`src/rtl/sprite_fetch_if.sv`:
```
`default_nettype none
// ============================================================================
// Module   : sprite_fetch_if
// Brief    : Request, memory-read and display-result bundle of the sprite
//            fetcher. The slave modport is the fetcher's view; the master
//            modport is the view of whoever issues requests and serves memory.
// Revision : 1.0
// ============================================================================
interface sprite_fetch_if #(
    parameter int ADDR_W = 12
) ();
    // Request side
    logic              start;
    logic [ADDR_W-1:0] i_addr;
    logic [7:0]        vx;
    logic [7:0]        vy;
    logic [3:0]        n;
    // Memory read port
    logic [ADDR_W-1:0] mem_addr;
    logic              mem_rd;
    logic [7:0]        mem_data;
    // Display-stage result
    logic [7:0]        row;
    logic [7:0]        col;
    logic [3:0]        height;
    logic [119:0]      sprite_data;
    logic              draw;
    logic              busy;
    logic              done;

    modport slave (
        input  start, i_addr, vx, vy, n, mem_data,
        output mem_addr, mem_rd, row, col, height, sprite_data, draw, busy, done
    );

    modport master (
        output start, i_addr, vx, vy, n, mem_data,
        input  mem_addr, mem_rd, row, col, height, sprite_data, draw, busy, done
    );
endinterface
`default_nettype wire

```
`src/rtl/sprite_fetch.sv`:
```
`default_nettype none
// ============================================================================
// Module   : sprite_fetch
// Brief    : CHIP-8 DXYN sprite fetcher. Reads N bytes from memory at I,
//            packs them MSbyte-first into a 120-bit word, then strobes draw
//            for DRAW_CYCLES cycles followed by a one-cycle done pulse.
// Revision : 1.0
// ============================================================================
module sprite_fetch #(
    parameter int ADDR_W      = 12,
    parameter int DRAW_CYCLES = 2
) (
    input  logic           clk,
    input  logic           rst_n,
    sprite_fetch_if.slave  bus
);

    typedef enum logic [1:0] {
        S_IDLE  = 2'd0,
        S_FETCH = 2'd1,
        S_DRAW  = 2'd2,
        S_DONE  = 2'd3
    } state_t;

    state_t             state_q, state_d;
    // FETCH: 1-based cycle index since accept. DRAW: 1-based draw cycle index.
    logic [4:0]         cnt_q, cnt_d;
    logic [ADDR_W-1:0]  mem_addr_q, mem_addr_d;
    logic               mem_rd_q, mem_rd_d;
    logic [7:0]         row_q, row_d;
    logic [7:0]         col_q, col_d;
    logic [3:0]         height_q, height_d;
    logic [119:0]       sprite_q, sprite_d;
    logic               draw_q, draw_d;
    logic               busy_q, busy_d;
    logic               done_q, done_d;
    logic [4:0]         cap_slot;

    // State and registered outputs; reset clears everything immediately.
    always_ff @(posedge clk or negedge rst_n) begin
        if (!rst_n) begin
            state_q    <= S_IDLE;
            cnt_q      <= '0;
            mem_addr_q <= '0;
            mem_rd_q   <= 1'b0;
            row_q      <= '0;
            col_q      <= '0;
            height_q   <= '0;
            sprite_q   <= '0;
            draw_q     <= 1'b0;
            busy_q     <= 1'b0;
            done_q     <= 1'b0;
        end else begin
            state_q    <= state_d;
            cnt_q      <= cnt_d;
            mem_addr_q <= mem_addr_d;
            mem_rd_q   <= mem_rd_d;
            row_q      <= row_d;
            col_q      <= col_d;
            height_q   <= height_d;
            sprite_q   <= sprite_d;
            draw_q     <= draw_d;
            busy_q     <= busy_d;
            done_q     <= done_d;
        end
    end

    // Next-state and next-output logic for the fetch/draw/done sequence.
    always_comb begin
        state_d    = state_q;
        cnt_d      = cnt_q;
        mem_addr_d = mem_addr_q;
        mem_rd_d   = 1'b0;
        row_d      = row_q;
        col_d      = col_q;
        height_d   = height_q;
        sprite_d   = sprite_q;
        draw_d     = draw_q;
        busy_d     = busy_q;
        done_d     = 1'b0;
        // Byte read in cycle c arrives in cycle c+1, so slot = index - 2.
        cap_slot   = cnt_q - 5'd2;

        case (state_q)
            // The done cycle behaves like IDLE so a start held in it is taken.
            S_IDLE, S_DONE: begin
                state_d = S_IDLE;
                if (bus.start) begin
                    row_d    = {3'b000, bus.vy[4:0]};
                    col_d    = {2'b00, bus.vx[5:0]};
                    height_d = bus.n;
                    sprite_d = '0;
                    cnt_d    = 5'd1;
                    if (bus.n == 4'd0) begin
                        // Nothing to read or draw: report completion at once.
                        state_d = S_DONE;
                        done_d  = 1'b1;
                        busy_d  = 1'b0;
                    end else begin
                        state_d    = S_FETCH;
                        busy_d     = 1'b1;
                        mem_rd_d   = 1'b1;
                        mem_addr_d = bus.i_addr;
                    end
                end
            end

            S_FETCH: begin
                if (cnt_q >= 5'd2) begin
                    for (int k = 0; k < 15; k++) begin
                        if (cap_slot == 5'(k)) begin
                            sprite_d[(14-k)*8 +: 8] = bus.mem_data;
                        end
                    end
                end
                // Keep issuing back-to-back reads until height bytes are out.
                if (cnt_q < {1'b0, height_q}) begin
                    mem_rd_d   = 1'b1;
                    mem_addr_d = mem_addr_q + ADDR_W'(1);
                end
                if (cnt_q == {1'b0, height_q} + 5'd1) begin
                    state_d = S_DRAW;
                    draw_d  = 1'b1;
                    cnt_d   = 5'd1;
                end else begin
                    cnt_d = cnt_q + 5'd1;
                end
            end

            S_DRAW: begin
                if (cnt_q == 5'(DRAW_CYCLES)) begin
                    state_d = S_DONE;
                    draw_d  = 1'b0;
                    busy_d  = 1'b0;
                    done_d  = 1'b1;
                end else begin
                    cnt_d = cnt_q + 5'd1;
                end
            end

            default: state_d = S_IDLE;
        endcase
    end

    assign bus.mem_addr    = mem_addr_q;
    assign bus.mem_rd      = mem_rd_q;
    assign bus.row         = row_q;
    assign bus.col         = col_q;
    assign bus.height      = height_q;
    assign bus.sprite_data = sprite_q;
    assign bus.draw        = draw_q;
    assign bus.busy        = busy_q;
    assign bus.done        = done_q;

endmodule
`default_nettype wire

```
`src/flat_wrapper.sv`:
```
// flat-port wrapper written by rule: the top's interface ports become plain ports
module sprite_fetch_flat 
#(
    parameter int ADDR_W      = 12,
    parameter int DRAW_CYCLES = 2
)
  (clk, rst_n, bus_start, bus_i_addr, bus_vx, bus_vy, bus_n, bus_mem_data, bus_mem_addr, bus_mem_rd, bus_row, bus_col, bus_height, bus_sprite_data, bus_draw, bus_busy, bus_done);
  sprite_fetch_if #(.ADDR_W(ADDR_W)) bus_i ();
  input  logic clk;
  input  logic rst_n;
  input wire logic [$bits(bus_i.start)-1:0] bus_start;
  input wire logic [$bits(bus_i.i_addr)-1:0] bus_i_addr;
  input wire logic [$bits(bus_i.vx)-1:0] bus_vx;
  input wire logic [$bits(bus_i.vy)-1:0] bus_vy;
  input wire logic [$bits(bus_i.n)-1:0] bus_n;
  input wire logic [$bits(bus_i.mem_data)-1:0] bus_mem_data;
  output wire logic [$bits(bus_i.mem_addr)-1:0] bus_mem_addr;
  output wire logic [$bits(bus_i.mem_rd)-1:0] bus_mem_rd;
  output wire logic [$bits(bus_i.row)-1:0] bus_row;
  output wire logic [$bits(bus_i.col)-1:0] bus_col;
  output wire logic [$bits(bus_i.height)-1:0] bus_height;
  output wire logic [$bits(bus_i.sprite_data)-1:0] bus_sprite_data;
  output wire logic [$bits(bus_i.draw)-1:0] bus_draw;
  output wire logic [$bits(bus_i.busy)-1:0] bus_busy;
  output wire logic [$bits(bus_i.done)-1:0] bus_done;
  assign bus_i.start = bus_start;
  assign bus_i.i_addr = bus_i_addr;
  assign bus_i.vx = bus_vx;
  assign bus_i.vy = bus_vy;
  assign bus_i.n = bus_n;
  assign bus_i.mem_data = bus_mem_data;
  assign bus_mem_addr = bus_i.mem_addr;
  assign bus_mem_rd = bus_i.mem_rd;
  assign bus_row = bus_i.row;
  assign bus_col = bus_i.col;
  assign bus_height = bus_i.height;
  assign bus_sprite_data = bus_i.sprite_data;
  assign bus_draw = bus_i.draw;
  assign bus_busy = bus_i.busy;
  assign bus_done = bus_i.done;
  sprite_fetch #(.ADDR_W(ADDR_W), .DRAW_CYCLES(DRAW_CYCLES)) u_core (.clk(clk), .rst_n(rst_n), .bus(bus_i));
endmodule
```
`config.mk`:
```
export PLATFORM = sky130hd
export DESIGN_NAME = sprite_fetch_flat
export DESIGN_NICKNAME = d
export VERILOG_FILES = /design/src/rtl/sprite_fetch_if.sv /design/src/rtl/sprite_fetch.sv /design/src/flat_wrapper.sv
export SDC_FILE = /design/constraint.sdc
export NUM_CORES = 1
export LEC_CHECK = 0
export ABC_AREA = 0
export CAP_MARGIN = 30
export CORE_MARGIN = 5
export CORE_UTILIZATION = 48
export CTS_CLUSTER_SIZE = 8
export DETAILED_ROUTE_END_ITERATION = 10
export MAX_ROUTING_LAYER = met4
export PLACE_DENSITY_LB_ADDON = 0.3
export SLEW_MARGIN = 20
export SYNTH_ARGS = -nofsm -noshare
export SYNTH_HDL_FRONTEND = slang
export SYNTH_SLANG_ARGS = --single-unit
```
`constraint.sdc`:
```
create_clock -name clk -period 2.7 [get_ports clk]
set_input_delay 0.81 -clock clk [delete_from_list [all_inputs] [get_ports clk]]
set_output_delay 0.81 -clock clk [all_outputs]
set_load 0.01 [all_outputs]
```
==> impl.org, run 1 <==
** Status
- The run finished with clean final reports.

** Setup path
- Together, buffers and inverters on the worst path number 1.
- FF-to-FF path depth :: 7
- Launch point of the worst reg-to-reg path :: u_core.cnt_q[1]
- For the worst setup path, the data required time is 1.89 ns.
- Delay-heaviest family, CP :: buffers and inverters
- Endpoint kind of the worst setup timing path :: output pin
- Arrival time worst endpoint :: 1.47 ns
- Levels on crit path :: 1
- In this run the worst path has a maximum fanout of 8.
- For this run, the slowest stage of the critical path takes 0.59 ns.
- Startpoint Class :: register
- Critical path endpoint :: bus_mem_addr[7]
- Slowest-stage cell, CP :: sky130_fd_sc_hd__clkdlybuf4s50_1
- The setup path with the least slack is of type register to output pin.
- In this run the critical register-to-register path is captured at u_core.bus.mem_addr[9].
- Ordered list of cells on the worst path :: clkdlybuf4s50_1
- Start point of the critical path :: u_core.bus.mem_addr[7]
- Setup slack, reg-to-reg :: 0.49 ns

** Layout
- Share of post-route cells with drive strength above 1 :: 26.5%
- Commonest cells after routing, fill and taps aside :: sky130_fd_sc_hd__clkdlybuf4s50_1, sky130_fd_sc_hd__dfrtp_1, sky130_fd_sc_hd__mux2_2
- The area growth from synthesis to layout is 40.5%.
- Most common cell after layout, fill and taps aside :: sky130_fd_sc_hd__clkdlybuf4s50_1
- Fill cells in the final layout number 990.
- The net count of the finished layout is 791.
- Inserted Diodes :: 0

** Clock network
- The clock drives 158 sinks.
- Clock tree root driver cell :: sky130_fd_sc_hd__clkbuf_16
- Once the clock tree was built, the setup fixing pass inserted 0 buffers.
- TritonCTS created 17 clock buffers.
- The H-tree was split into 4 levels.
- The clock reaches the later pin of the worst-skew pair after 0.42 ns.
- After clock tree synthesis, the clock-pin slew on the worst setup and hold paths is 0.06 ns.
- Count of hold-fix buffers inserted at cts :: 0
- Number of gates resized after CTS :: 0
- In this run the deepest clock path goes through 2 buffers.
- TritonCTS clock tree :: yes

** Routing
- Summed over all layers, the routed wires come to 18.2 mm.
- The first detailed-routing pass took 4 iterations.
- Via count :: 4995
- For this run, design rule violations remaining after detail routing come to 0.
- Wire length per cell :: 19.6 microns
- Detail Route Antenna Nets :: 0
- For this block, the initial DRC count from the detailed router was 225.
- After detailed routing, the number of vias per cell comes to 5.39.

** Pwr
- Leakage :: 4.46 nW
- IR analysis of the VDD net gives a maximum drop of 729 uV.
- In this run the power density over the cells is 1370 nW/um^2.

** Synth
- Number of unique standard cell types used by synthesis :: 53
- Yosys printed 0 warnings.
- Avg Inst Size Synth :: 13.1 sq um
- Combined area of all synthesized cells :: 6900 sq um
- Dominant register cell in the synthesized netlist :: sky130_fd_sc_hd__dfrtp_1
- Counting flops with an async set or reset pin after synthesis yields a share of 100%.
- Cell count after synthesis :: 527
- Fraction of the yosys area taken by sequential cells :: 57.3%
- Yosys mapped a number of flops with a built-in enable equal to 0.
- Number of synthesized register bits :: 158

** STA
- Headroom to the max-slew limit came out at 51.0%.
- Hold timing on the final database bottoms out at a slack of 0.346 ns.
- Fmax :: 439 MHz
- Number of endpoints with negative hold slack in the final report :: 0
- At the pin with the least slew margin, the transition time is 0.735 ns.
- Setup violations remaining at the end of the flow were counted as 0.
- The number of max-slew violations in the final report was 0.
- After layout, the minimum clock period comes to 2.28 ns.
- Total negative slack for setup checks :: 0 ns
- Setup repair after global routing left no endpoint under its margin.
- Fin Clk Skew :: 0.00695 ns
- Worst-case setup margin in the final layout :: 0.422 ns
- After layout, the worst path uses 84.4% of the clock period.

** Job
- Count of maximum capacitance violations :: 0

** GRT
- Maximum number of pins on one net before global-route repair :: 61
- Number of antenna violations at the first check in global routing :: 0
- The number of global-route vias before repair was 5466.
- Wire length of the first global-routing pass :: 29.2 mm
- Combined global-route utilization of all metal layers :: 23.1%
- In the global route stage, met1 resource usage came out at 28.5%.
- Grt met3 use :: 4.58%
- The layer flagged by global routing as most heavily used is met2.
- Global-route congestion overflow total :: 0
- Global routing used 38.6% of the available met2 tracks.

** Die
- After floorplanning, the core was sized to cover 14000 sq um.
- For this design the top-level I/O count stands at 199.
- The die is 130 microns tall.
- Die Footprint :: 16900 sq um
- Die Span X :: 130 microns
- For this configuration, the core starts out at a cell density of 49.3%.
- After floorplanning, the core was divided into 43 placement rows.

** Placed design
- At the end of routability-driven placement, the weighted congestion stood at 0.882.
- Prior to clock tree synthesis, the placed netlist has a worst setup slack of 0.0346 ns.
- The HPWL after detailed placement is 13.3 mm.
- Port Buffer Count :: 188

** Hold path
- The worst hold path belongs to the class primary input to async pin.
power by group:
group	leakage, nW	switching [W]	internal (W)
Sequential	2.08	0.000730	0.00340
Combinational	2.09	0.00307	0.00361
Clock	0.294	0.000950	0.00148
through the flow:
stage	instance area, sq um	std cells	util (%)	total power, W
5_1_grt	9690	926	69.3	0.0140
3_5_place_dp	9090	895	65.0	0.0109
3_3_place_gp	9090	895	65.0	0.0106
4_1_cts	9690	926	69.3	0.0134
6_report	9690	926	69.3	0.0132
2_1_floorplan	6910	531	-	0.00763
worst min-delay path by stage:
stage,start,endpoint,slack [ns],cells past startpoint
2_1_floorplan,rst_n,u_core.bus.busy,0.51,0
3_3_place_gp,u_core.bus.sprite_data[21],u_core.bus.sprite_data[21],0.47,1
3_5_place_dp,u_core.bus.sprite_data[59],u_core.bus.sprite_data[59],0.49,1
4_1_cts,rst_n,u_core.bus.sprite_data[53],0.38,1
5_1_grt,rst_n,u_core.bus.sprite_data[53],0.38,1
6_report,rst_n,u_core.bus.sprite_data[53],0.35,1
state kept, by name (all words and copies together) (netlist names):
| register | flops |
|---|---|
| u_core.bus.height | 4 |
| u_core.bus.col | 6 |
| u_core.bus.done | 1 |
| u_core.bus.sprite_data | 120 |
| u_core.bus.row | 5 |
| u_core.bus.busy | 1 |
| u_core.cnt_q | 5 |
| u_core.bus.draw | 1 |
| u_core.bus.mem_rd | 1 |
| u_core.state_q | 2 |
| u_core.bus.mem_addr | 12 |
cell type report:
type | count | area, sq um | share of cell area (%)
flip-flops and latches | 158 | 3950 | 40.8
clock buffers | 19 | 443 | 4.57
clock inverters | 12 | 160 | 1.65
inverters | 13 | 48.8 | 0.503
well taps | 180 | 225 | 2.32
repair buffers | 209 | 2080 | 21.4
multi-input cells | 335 | 2780 | 28.7
layer usage:
metal	wire, microns	share of wire [%]
met5	0	0
met4	375	2.1
met3	886	4.9
met2	9300	51
met1	7600	42
synthesized netlist by cell type (2+ instances only):
library cell	number	share of area [%]
sky130_fd_sc_hd__o21ai_2	2	0.25
sky130_fd_sc_hd__nand4_1	3	0.27
sky130_fd_sc_hd__nand2_1	23	1.3
sky130_fd_sc_hd__a311oi_1	2	0.25
sky130_fd_sc_hd__nor3_1	6	0.44
sky130_fd_sc_hd__and4_1	2	0.25
sky130_fd_sc_hd__nand2b_1	8	0.73
sky130_fd_sc_hd__a21o_1	2	0.22
sky130_fd_sc_hd__clkbuf_1	12	0.65
sky130_fd_sc_hd__a31oi_1	2	0.18
sky130_fd_sc_hd__nor2_1	23	1.3
sky130_fd_sc_hd__a211o_1	2	0.25
sky130_fd_sc_hd__nand2_2	13	1.2
sky130_fd_sc_hd__inv_1	13	0.71
sky130_fd_sc_hd__ha_1	14	2.5
sky130_fd_sc_hd__buf_2	5	0.36
sky130_fd_sc_hd__mux2_1	12	2.0
sky130_fd_sc_hd__a211oi_1	3	0.33
sky130_fd_sc_hd__and3_1	3	0.27
sky130_fd_sc_hd__xnor2_1	4	0.51
sky130_fd_sc_hd__o21ai_0	13	0.94
sky130_fd_sc_hd__and2_1	9	0.82
sky130_fd_sc_hd__dfrtp_1	158	57
sky130_fd_sc_hd__xor2_1	3	0.38
sky130_fd_sc_hd__nor2_2	4	0.36
sky130_fd_sc_hd__buf_4	7	0.76
sky130_fd_sc_hd__nor2b_1	2	0.18
sky130_fd_sc_hd__nand3_1	8	0.58
sky130_fd_sc_hd__mux2_2	120	20
sky130_fd_sc_hd__o22a_1	2	0.25
sky130_fd_sc_hd__a21oi_1	23	1.7
sky130_fd_sc_hd__o21a_1	3	0.33
cells by family after synthesis:
logic type | share of synthesized area (%)
AO/OA/AOI/OAI | 6.02
XOR/XNOR | 1.23
adder cells (fa/ha/maj) | 2.54
buffers and inverters | 2.54
flip-flops | 57.3
multiplexers | 21.7
other | 0.0544
AND/OR/NAND/NOR | 8.58
(Power assumes the default switching activity.)
==> inputs of run 2 (changes only) <==
==> constraint.sdc (replaced) <==
create_clock -name clk -period 2.2 [get_ports clk]
set_input_delay 0.66 -clock clk [delete_from_list [all_inputs] [get_ports clk]]
set_output_delay 0.66 -clock clk [all_outputs]
set_load 0.01 [all_outputs]
==> impl.org, run 2 (same netlist as run 1, synthesis figures left out) <==
** Die
- The total area inside the core boundary comes to 14000 sq um.
- Number of rows in the core area :: 43
- I/O pins :: 199
- The floorplan step defined a die boundary enclosing 16900 sq um.
- Y dimension of the die :: 130 microns
- Die Span X :: 130 microns
- For this configuration, the core starts out at a cell density of 49.3%.

** Setup path
- Endpoint kind of the worst setup timing path :: output pin
- For flop-to-flop paths, the worst setup slack is 0.12 ns.
- In this run the number of cells on the critical path is 1.
- Among all stages on the critical path, the largest delay is contributed by sky130_fd_sc_hd__clkdlybuf4s50_1.
- For the worst flop-to-flop path, the logic depth is 9.
- Critical path endpoint :: bus_mem_addr[7]
- Data on the critical path is required at its endpoint by 1.54 ns.
- Startpoint Class :: register
- In this design, the largest share of critical-path delay is due to buffers and inverters.
- For the worst setup path, the data arrival time is 1.47 ns.
- Endpoint of the worst-slack reg-to-reg timing path :: u_core.bus.mem_addr[11]
- The number of buffers and inverters on the critical path is 1.
- Start point of the critical path :: u_core.bus.mem_addr[7]
- Crit-path max FO :: 8
- Worst setup path class :: register to output pin
- The critical path goes through clkdlybuf4s50_1.
- On the worst path, the slowest cell contributes a delay of 0.58 ns.
- In this run the critical register-to-register path is launched from u_core.bus.height[1].

** Routing
- After detailed routing, the number of remaining DRC violations is 0.
- Detailed routing inserted a total of 5016 vias.
- The detailed router finished its first iteration with 284 violations.
- The first TritonRoute pass finished after 4 iterations.
- The routed design has 17.9 mm of wire.
- After detailed routing, the number of vias per cell comes to 5.35.
- Detail Route Antenna Nets :: 0
- Wire length per cell :: 19.1 microns

** STA
- Slew Limit Headroom :: 50.8%
- Fin Clk Skew :: 0.00823 ns
- Across all hold checks on the routed design, the worst slack comes to 0.178 ns.
- Fin crit share :: 96.8%
- At the pin with the least slew margin, the transition time is 0.737 ns.
- Setup repair after global routing left no endpoint under its margin.
- The smallest clock period supported by the final layout is computed as 2.13 ns.
- Based on the critical path, the design can be clocked at up to 470 MHz.
- Setup violations remaining at the end of the flow were counted as 0.
- After layout, the worst setup slack is 0.0710 ns.
- The number of max-slew violations in the final report is 0.
- Number of endpoints with negative hold slack in the final report :: 0

** GRT
- In the global route stage, overall resource usage came out at 22.3%.
- The first global-routing pass estimated 28.0 mm of wire.
- Entering global routing, the biggest net connects 51 pins.
- Vias in the first global route :: 5340
- Number of antenna violations at the first check in global routing :: 0
- Global routing finished with a remaining overflow of 0.

** Layout
- Max FFs per register :: 120
- Inserted Diodes :: 0
- The library cell used most frequently in the layout, excluding fill and tap cells, is sky130_fd_sc_hd__clkdlybuf4s50_1.
- In the final design database the tool counted 802 nets.
- In the layout the commonest cells are sky130_fd_sc_hd__clkdlybuf4s50_1, sky130_fd_sc_hd__dfrtp_1, sky130_fd_sc_hd__mux2_2.
- The post-route netlist has 28.0% of its cells at a drive strength greater than 1.
- Layout area overhead :: 42.3%

** Clock network
- Clock tree root driver cell :: sky130_fd_sc_hd__clkbuf_16
- Clock Latency Late Sink :: 0.42 ns
- H-tree depth reported by CTS :: 4
- The longest clock path from root to sink contains 2 buffers.
- Clock-pin slew was measured on the worst setup and hold paths at 0.06 ns.
- Sinks on the clock net :: 158
- TritonCTS built the clock tree.
- Total clock buffers created by CTS :: 17

** Pwr
- Net Sw Frac :: 36.0%
- The analysis attributes to cell leakage a power of 4.52 nW.
- Comb pwr share :: 52.6%
- Portion of total power attributed to the clock network :: 16.6%
- Switching power :: 0.00587 W
- VDD sags by at most 962 uV.
- Power Dens Cells :: 1660 nW/um^2
- Cell Int Power :: 0.0104 W
- Registers are responsible for 30.8% of the overall power.

** Job
- Max-cap violations in this run came to 0.

** Status
- The flow ran to the end, and the final reports show no timing, DRC or antenna violations.

** Placed design
- The count of buffers added on input and output ports is 188.
- Summed over all nets, the half-perimeter wirelength after detailed placement is 13.3 mm.
- OpenSTA, run right after detailed placement, puts the worst setup slack at -0.371 ns.
- Global placement routability congestion :: 0.881

** Hold path
- Min-delay worst type :: primary input to async pin
run 2: power by group through the flow:
stage	logic [W]	clock network, W	registers [W]
finish	0.00857	0.00270	0.00503
global placement	0.00818	0	0.00497
global route	0.00920	0.00287	0.00517
floorplan	0.00391	0	0.00545
CTS	0.00846	0.00276	0.00502
detailed placement	0.00841	0	0.00505
run 2: routing by layer:
metal | vias up | track usage (%) | routed length, microns
met1 | 2514 | 27.7 | 7450
met2 | 186 | 36.3 | 9020
met4 | 0 | 7.58 | 306
li1 | 2296 | - | -
met3 | 20 | 5.08 | 1120
met5 | - | - | 0
run 2: area by class of cell:
cell class	count	area, sq um
Timing Repair Buffer	220	2180
Multi-Input combinational cell	335	2860
Fill cell	957	4180
Clock buffer	22	454
Tap cell	180	225
Sequential cell	158	3960
Clock inverter	9	86.3
Inverter	13	48.8
run 2: timing repair:
item | CTS | global route
endpoints found under the setup margin | 1 | 89
hold buffers | 0 | 0
setup buffers | 0 | 0
gates resized for setup | 0 | 17
run 2: metrics by stage:
stage / instance area [sq um] / instances / util [%] / TNS (ns) / total power (W)
after floorplan: 6910 / 531 / - / 0 / 0.00936
after global placement: 9180 / 906 / 65.7 / -36.47 / 0.0132
after detailed placement: 9180 / 906 / 65.7 / -38.48 / 0.0135
after CTS: 9720 / 937 / 69.5 / -0.00210 / 0.0162
after global routing: 9810 / 937 / 70.1 / 0 / 0.0172
final: 9810 / 937 / 70.1 / 0 / 0.0163
run 2: worst min path at each step:
| stage | slack [ns] | to | startpoint |
|---|---|---|---|
| after floorplan | 0.36 | u_core.bus.busy | rst_n |
| after global placement | 0.48 | u_core.bus.sprite_data[63] | u_core.bus.sprite_data[63] |
| after detailed placement | 0.49 | u_core.bus.sprite_data[2] | u_core.bus.sprite_data[2] |
| after CTS | 0.18 | u_core.bus.sprite_data[53] | rst_n |
| after global routing | 0.19 | u_core.bus.sprite_data[53] | rst_n |
| final | 0.18 | u_core.bus.sprite_data[53] | rst_n |
==> inputs of run 3 (changes only) <==
--- a/config.mk
+++ b/config.mk
@@ -7,7 +7,7 @@
 export LEC_CHECK = 0
 export ABC_AREA = 0
 export CAP_MARGIN = 30
-export CORE_MARGIN = 5
+export CORE_MARGIN = 10
 export CORE_UTILIZATION = 48
 export CTS_CLUSTER_SIZE = 8
 export DETAILED_ROUTE_END_ITERATION = 10
==> impl.org, run 3 (same netlist as run 1, synthesis figures left out) <==
** Setup path
- Start point of the critical path :: u_core.bus.mem_addr[4]
- Launch point of the worst reg-to-reg path :: u_core.state_q[0]
- Critical path endpoint :: bus_mem_addr[4]
- Levels on crit path :: 1
- The setup check on the worst reg-to-reg path leaves a slack of 0.07 ns.
- Ordered list of cells on the worst path :: clkdlybuf4s50_1
- The largest individual stage delay along the critical path comes from the cell sky130_fd_sc_hd__clkdlybuf4s50_1.
- STA puts the critical path data arrival time at 1.48 ns.
- STA classifies the critical path endpoint as an output pin.
- At the worst endpoint, the required time is 1.54 ns.
- Largest stage delay, worst path :: 0.60 ns
- Endpoint of the worst-slack reg-to-reg timing path :: u_core.bus.sprite_data[43]
- Delay-heaviest family, CP :: buffers and inverters
- CP bufs+invs :: 1
- Startpoint Class :: register
- Worst setup path class :: register to output pin
- Crit-path max FO :: 6
- The number of cells on the worst reg-to-reg path is 8.

** Die
- After floorplanning, the core was divided into 43 placement rows.
- Die Span X :: 140 microns
- The core region is 14000 sq um.
- Measured along the y axis, the die boundary spans 140 microns.
- I/O pins :: 199
- The die covers 19600 sq um.
- Effective utilization at floorplan :: 49.3%

** Placed design
- Port Buffer Count :: 188
- OpenSTA, run right after detailed placement, puts the worst setup slack at -0.368 ns.
- The HPWL after detailed placement is 14.2 mm.
- Routability-driven placement finished with a final weighted congestion of 0.870.
- Instance area at placement :: 9150 sq um

** Layout
- The number of antenna diodes in the final layout is 0.
- Multi-input combinational cell area :: 2870 sq um
- In the layout the commonest cells are sky130_fd_sc_hd__clkdlybuf4s50_1, sky130_fd_sc_hd__dfrtp_1, sky130_fd_sc_hd__mux2_2.
- Leaving out fill and tap cells, the most frequent cell in the layout is sky130_fd_sc_hd__clkdlybuf4s50_1.
- The post-route netlist has 28.3% of its cells at a drive strength greater than 1.
- From synthesis to final layout, the design area changed by 42.7%.
- Max FFs per register :: 120
- The filler cells instantiated in the layout total 955.
- Once layout is done, the placed cells without fillers occupy 9840 sq um.
- Storage element area :: 3960 sq um
- Net count of the finished layout :: 799

** STA
- Fmax :: 467 MHz
- The number of max-slew violations in the final report was 0.
- Adding up every negative setup slack in the final design gives 0 ns.
- Setup violations remaining at the end of the flow were counted as 0.
- At the pin with the least slew margin, the transition time is 0.758 ns.
- Slew Limit Headroom :: 49.5%
- Post-layout min period :: 2.14 ns
- The clock arrives with 0.00597 ns of skew.
- Setup slack on the critical path of the routed design comes to 0.0589 ns.
- After layout, the worst path uses 97.3% of the clock period.
- The final number of hold-violating endpoints was 0.
- Setup repair after global routing could not meet its margin everywhere.

** GRT
- Combined global-route utilization of all metal layers :: 19.7%
- Entering global routing, the biggest net connects 54 pins.
- Number of antenna violations at the first check in global routing :: 0
- Vias in the first global route :: 5323
- The first global-routing pass estimated 30.0 mm of wire.
- Global-route congestion overflow total :: 0

** Status
- The flow ran to the end, and the final reports show no timing, DRC or antenna violations.

** Clock network
- In this run, CTS created clock tree buffers numbering 17.
- H-tree depth reported by CTS :: 4
- The later pin in the worst-skew pair is clocked with a latency of 0.42 ns.
- Deepest clock path buffer count :: 2
- Buffers inserted by post-CTS timing repair :: 0
- Clock-pin slew was measured on the worst setup and hold paths at 0.06 ns.
- Sinks on the clock net :: 158
- TritonCTS built the clock tree.
- Clock tree root driver cell :: sky130_fd_sc_hd__clkbuf_16

** Routing
- The first TritonRoute pass finished after 4 iterations.
- After detailed routing, the average wire length per cell comes to 20.2 microns.
- Detail Route Antenna Nets :: 0
- Initial DRC Count :: 376
- For this run, design rule violations remaining after detail routing come to 0.
- Via-to-Cell Ratio :: 5.33
- The routed layout has 4981 vias.
- Sum of routed wire length over all layers :: 18.9 mm

** Pwr
- Power Dens Cells :: 1680 nW/um^2
- Across the VDD grid, the largest voltage drop is 809 uV.
- For this design the static power due to leakage is 4.53 nW.

** Hold path
- Min-delay worst type :: primary input to async pin

** Job
- The tool flagged a number of max-cap violations equal to 0.
==> run 3: worst min-delay path by stage <==
| stage | from | end | slack [ns] | depth (start not counted) |
|---|---|---|---|---|
| finish | rst_n | u_core.bus.sprite_data[114] | 0.14 | 1 |
| global route | rst_n | u_core.bus.sprite_data[45] | 0.16 | 1 |
| CTS | rst_n | u_core.bus.sprite_data[114] | 0.14 | 1 |
| detailed placement | u_core.bus.sprite_data[59] | u_core.bus.sprite_data[59] | 0.48 | 1 |
| global placement | u_core.bus.sprite_data[62] | u_core.bus.sprite_data[62] | 0.47 | 1 |
| floorplan | rst_n | u_core.bus.busy | 0.36 | 0 |
==> run 3: per-layer routing <==
metal | vias to the layer above | global-route usage [%] | wire, microns
met4 | 0 | 7.17 | 452
met5 | - | - | 0
met3 | 31 | 5.31 | 1240
met1 | 2486 | 22.8 | 7550
li1 | 2281 | - | -
met2 | 183 | 32.1 | 9630
==> run 3: area by class of cell <==
class,instances,area share (%)
Clock inverter,14,1.60
Clock buffer,18,4.46
Timing Repair Buffer,217,21.8
Sequential cell,158,40.2
Inverter,13,0.496
Multi-Input combinational cell,335,29.2
Tap cell,180,2.29
==> run 3: timing repair <==
action                     CTS  global route
pin swaps                    0             2
gates resized for setup      0            22
hold endpoints to repair     0             0
setup endpoints to repair    2           131
hold buffers                 0             0
==> run 3: where the power goes <==
| group | total [W] | switching [W] | internal (W) |
|---|---|---|---|
| Combinational | 0.00860 | 0.00399 | 0.00461 |
| Clock | 0.00291 | 0.00119 | 0.00172 |
| Sequential | 0.00501 | 0.000839 | 0.00417 |
| Total | 0.0165 | 0.00602 | 0.0105 |
==> run 3: through the flow <==
step | std cells | hold slack (ns) | util, % | total power [W]
2_1_floorplan | 531 | 0.364 | - | 0.00936
5_1_grt | 935 | 0.163 | 70.4 | 0.0175
4_1_cts | 935 | 0.138 | 69.7 | 0.0165
3_3_place_gp | 903 | 0.474 | 65.4 | 0.0132
6_report | 935 | 0.138 | 70.4 | 0.0165
3_5_place_dp | 903 | 0.484 | 65.4 | 0.0135
